`config.mk`:
```
export PLATFORM = sky130hd
export DESIGN_NAME = video_mono_packer
export DESIGN_NICKNAME = d
export VERILOG_FILES = /design/src/rtl/video_mono_packer.sv
export SDC_FILE = /design/constraint.sdc
export NUM_CORES = 1
export LEC_CHECK = 0
export ABC_AREA = 1
export CORE_MARGIN = 1.5
export CORE_UTILIZATION = 40
export CTS_CLUSTER_SIZE = 14
export DETAILED_ROUTE_END_ITERATION = 8
export SLEW_MARGIN = 20
export SYNTH_ARGS = -nofsm -noshare
export SYNTH_HDL_FRONTEND = slang
export SYNTH_SLANG_ARGS = --single-unit
export TNS_END_PERCENT = 5
```
`constraint.sdc`:
```
create_clock -name pclk -period 2 [get_ports pclk]
set_input_delay 0.5 -clock pclk [delete_from_list [all_inputs] [get_ports pclk]]
set_output_delay 0.5 -clock pclk [all_outputs]
set_load 0.02 [all_outputs]
```
`src/rtl/video_mono_packer.sv`:
```
// RGB pixel stream to 8-bit luma, packed two pixels per 16-bit sample,
// frame-marked and buffered in a show-ahead FIFO with a cts-gated drain.
module video_mono_packer #(
   parameter  int DEPTH = 16,
   localparam int AW    = $clog2(DEPTH)
) (
   input  logic          pclk,
   input  logic          reset_n,
   input  logic [23:0]   disp_data,
   input  logic          datavalid,
   input  logic          v_sync,
   input  logic          cts,
   output logic [15:0]   sample_data,
   output logic          sample_sof,
   output logic          sample_valid,
   input  logic          sample_ready,
   output logic [AW:0]   fill_level,
   output logic          overflow
);

   typedef enum logic {EMPTY, HALF} pack_t;

   localparam logic [AW:0] FULL = (AW+1)'(DEPTH);

   logic [1:0]  rst_sync;
   logic        rst_s;
   logic [10:0] sum;
   logic [7:0]  y;
   logic [7:0]  s1_y;
   logic        s1_vld;
   logic        s1_bnd;
   logic        vs_q;
   pack_t       state;
   logic [7:0]  hi;
   logic        hi_sof;
   logic        pend_sof;
   logic        push_q;
   logic [16:0] push_w;
   logic [16:0] mem [DEPTH];
   logic [16:0] head;
   logic [AW-1:0] wr_ptr;
   logic [AW-1:0] rd_ptr;
   logic [AW:0] count;
   logic        full;
   logic        empty;
   logic        pop;
   logic        wr_en;

   // assert immediately, release two pclk edges later
   always_ff @(posedge pclk or negedge reset_n)
      if (!reset_n) rst_sync <= 2'b00;
      else          rst_sync <= {rst_sync[0], 1'b1};

   assign rst_s = rst_sync[1];

   assign sum = {2'b00, disp_data[23:16], 1'b0}
              + {1'b0, disp_data[15:8], 2'b00}
              + {3'b000, disp_data[15:8]}
              + {3'b000, disp_data[7:0]};
   assign y   = 8'(sum >> 3);

   always_ff @(posedge pclk or negedge rst_s)
      if (!rst_s) begin
         s1_y   <= '0;
         s1_vld <= 1'b0;
         s1_bnd <= 1'b0;
         vs_q   <= 1'b1;
      end else begin
         s1_y   <= y;
         s1_vld <= datavalid;
         s1_bnd <= v_sync & ~vs_q;
         vs_q   <= v_sync;
      end

   // a boundary flushes a half word as a pad before the new frame starts
   always_ff @(posedge pclk or negedge rst_s)
      if (!rst_s) begin
         state    <= EMPTY;
         hi       <= '0;
         hi_sof   <= 1'b0;
         pend_sof <= 1'b0;
         push_q   <= 1'b0;
         push_w   <= '0;
      end else begin
         push_q <= 1'b0;
         if (s1_bnd) begin
            if (state == HALF) begin
               push_q <= 1'b1;
               push_w <= {hi_sof, hi, 8'h00};
            end
            if (s1_vld) begin
               hi       <= s1_y;
               hi_sof   <= 1'b1;
               pend_sof <= 1'b0;
               state    <= HALF;
            end else begin
               pend_sof <= 1'b1;
               state    <= EMPTY;
            end
         end else if (s1_vld) begin
            unique case (state)
               EMPTY: begin
                  hi       <= s1_y;
                  hi_sof   <= pend_sof;
                  pend_sof <= 1'b0;
                  state    <= HALF;
               end
               HALF: begin
                  push_q <= 1'b1;
                  push_w <= {hi_sof, hi, s1_y};
                  state  <= EMPTY;
               end
            endcase
         end
      end

   assign full         = count == FULL;
   assign empty        = count == '0;
   assign sample_valid = cts & ~empty;
   assign pop          = sample_valid & sample_ready;
   assign wr_en        = push_q & (~full | pop);
   assign head         = mem[rd_ptr];
   assign sample_data  = empty ? 16'h0000 : head[15:0];
   assign sample_sof   = ~empty & head[16];
   assign fill_level   = count;

   always_ff @(posedge pclk)
      if (wr_en) mem[wr_ptr] <= push_w;

   always_ff @(posedge pclk or negedge rst_s)
      if (!rst_s) begin
         wr_ptr   <= '0;
         rd_ptr   <= '0;
         count    <= '0;
         overflow <= 1'b0;
      end else begin
         if (wr_en) wr_ptr <= wr_ptr + AW'(1);
         if (pop)   rd_ptr <= rd_ptr + AW'(1);
         unique case ({wr_en, pop})
            2'b10:   count <= count + (AW+1)'(1);
            2'b01:   count <= count - (AW+1)'(1);
            default: count <= count;
         endcase
         if (push_q & full & ~pop) overflow <= 1'b1;
      end

endmodule

```
==> results_dict.tcl <==
set metrics [dict create \
    yosysUniqueCellTypes 37 \
    ant_nets 0 \
    start_kind "flip-flop" \
    gp_congestion 0.789 \
    yosysWarnings 0 \
    hp-class "in2async" \
    power.leakage_uw 0.00808 \
    arrival_ps 2230 \
    slew_headroom 0.537 \
    die_y_microns 195 \
    hold_buffers 0 \
    via_per_inst 4.73 \
    required_ps 1500 \
    syn_inst 1445 \
    outcome "complete, but fails checks" \
    io_pins 54 \
    grt_pass1_wl_mm 54.7 \
    seqPwrFrac 0.379 \
    end_kind "primary output" \
    synthFlopType "edfxtp_1" \
    start_util 0.409 \
    insertion_delay_ps 510 \
    violations "setup timing" \
    cts_buffers 36 \
    synth_seq_cells 328 \
    p_int_uw 16500 \
    p_per_area_nw_per_um2 1430 \
    post-route-period-util 1.36 \
    rrSetupSlack_ps -120 \
    finalPower_uw 25900 \
    synthToLayoutAreaGrowth_pct 23.1 \
    synth_top_area_cell "edfxtp_1" \
    drt-total-wl_mm 34.1 \
    layout.nets 1650 \
    synth_seq_area_share 0.652 \
    syn_nets 1509 \
    root_buffer "clkbuf_16" \
    portBuffers 53 \
    setup_violations 28 \
    clkPwrFrac 0.239 \
    drc 0 \
    grt_pass1_vias 9911 \
    place_area_sq_um 16700 \
    hold_viol_final 0 \
    crit_type "reg2out" \
    grt_overflow 0 \
    place_ws_ps -1200 \
    antenna_found_initial 0 \
    rows 69 \
    worst_slack_ps -725 \
    track_usage 0.187 \
    drive_above_1_share 0.143 \
    p_sw_frac 0.361 \
    grt_max_degree 37 \
    worstMarginPinSlew_ps 695 \
    switchingPower_uw 9340 \
    synth_common_cells "455 x nand2_1, 272 x edfxtp_1, 253 x inv_1, 111 x nand3_1, 79 x nor2_1" \
    cts_max_path_buffers 3 \
    yosysMostFrequentCell "nand2_1" \
    fmax_mhz 367 \
    cts.sinks 328 \
    wire_per_inst_microns 16.5 \
    hpwl_mm 21.9 \
    combPwrFrac 0.382 \
    cap_violations 0 \
    cts_tree "done" \
    synthTopCellsByArea "edfxtp_1 56%, nand2_1 12%, dfrtp_1 9.4%" \
    dr.first_iter.drc_count 586 \
    antenna_cells 0 \
    die_x_microns 195 \
    dr.pass1.iters 6 \
    ys_async_sr_fraction 0.171 \
    cts_max_level 2 \
    fillers 3201 \
    core_sq_um 35800 \
    ir_drop_uv 701 \
    via_count 9798 \
    synth_edf_count 272 \
    maxSlewViolCount 0 \
    rsz0062_at_grt "yes" \
    path_clk_slew_ps 60 \
    synth_area_per_cell_sq_um 10.2 \
    worst-path-max-fanout 7 \
    final_area_sq_um 18100 \
    synth_area_sq_um 14700 \
    synth_top_area_frac 0.557 \
    min_period_ps 2730 \
    dieArea_sq_um 37800 \
    clock_skew_ps 14.2 \
]
[critical path, stage by stage, from the launching register on]
cell	delay, ps
dfrtp_4	530
buf_12	160
nor2_4	150
buf_4	150
buf_12	100
buf_16	120
nand2_1	50
o211ai_1	70
nor2_1	60
nor2_1	110
nor2_1	60
buf_4	160
[layout by cell type, fill, tap and decap left out, types with 6 or more instances in the layout]
master and instances:
nor2_1 68, clkbuf_16 37, buf_6 12, a21oi_1 36, clkinv_2 7, buf_12 36
nand2_1 447, o21ai_0 24, dfrtp_1 53, nand2_2 8, nor2_2 11, clkinv_1 8
nand3_1 109, clkdlybuf4s50_1 20, ha_1 14, buf_4 74, dlygate4sd2_1 11, xor2_1 6
edfxtp_1 272, clkbuf_1 9, o211ai_1 17, inv_1 246, fa_1 13, o21ai_1 14
[path summary, 6_finish.rpt]
path	endpoint	from	cells after the start
max	sample_data[15]	rd_ptr[0]	11
min	rst_sync[0]	reset_n	1
max reg2reg	fill_level[4]	fill_level[0]	16
min reg2reg	s1_bnd	rst_sync[1]	0
min in group pclk	rst_sync[1]	rst_sync[0]	0
max in group asynchronous	fill_level[3]	rst_sync[1]	1
[sequential cells by signal (all words and copies together), names as in the netlist]
name        cells
wr_ptr          4
hi_sof          1
vs_q            1
push_w         17
state           1
fill_level      5
s1_vld          1
s1_bnd          1
hi              8
pend_sof        1
rst_sync        2
overflow        1
push_q          1
s1_y            8
rd_ptr          4
mem           272
[area by class of cell]
cell class	instances	area, sq um	area share
Sequential cell	328	9580	0.530
Multi-Input combinational cell	802	4010	0.222
Timing Repair Buffer	160	1810	0.100
Inverter	258	988	0.0547
Clock buffer	46	960	0.0531
Tap cell	461	577	0.0319
Clock inverter	17	133	0.00734
[logic make-up (layout without fill, tap and decap cells)]
| group | after synthesis | count (layout) | synth area share |
|---|---|---|---|
| xor gates and xnor gates | 9 | 9 | 0.00537 |
| adders and majority gates | 34 | 34 | 0.0367 |
| other | 1 | 1 | 0.000256 |
| DFF | 328 | 328 | 0.652 |
| buffers and inverters | 315 | 481 | 0.0863 |
| AOI/OAI and AO/OA | 103 | 103 | 0.0394 |
| and+or+nand+nor | 655 | 655 | 0.180 |
[per-layer routing]
metal / wire length (microns) / track usage
met5: 0 / 0
met2: 16500 / 0.320
met4: 584 / 0.0425
met1: 15800 / 0.253
met3: 1270 / 0.0233
[per-stage QoR]
step | TNS [ps] | cells | hold WS [ps] | util
finish | -14330 | 2072 | 152 | 0.504
global route | -17660 | 2072 | 138 | 0.504
CTS | -15470 | 2070 | 145 | 0.502
detailed placement | -153790 | 1997 | 320 | 0.465
global placement | -152280 | 1997 | 309 | 0.465
floorplan | -70760 | 1445 | 204 | -
[power groups by stage]
stage / registers (uW) / clock network (uW) / logic, uW
CTS: 9830 / 6280 / 9780
global route: 9950 / 6580 / 10900
global placement: 9920 / 0 / 9240
floorplan: 9550 / 0 / 5370
detailed placement: 9970 / 0 / 9340
finish: 9820 / 6170 / 9890
[timing repair]
item	CTS	global route
endpoints found under the hold margin	0	0
setup endpoints to repair	103	30
pin swaps	29	13
cloned	3	0
buffers inserted	7	3
resized for setup	138	24
Power figures use the tool's default switching activity.
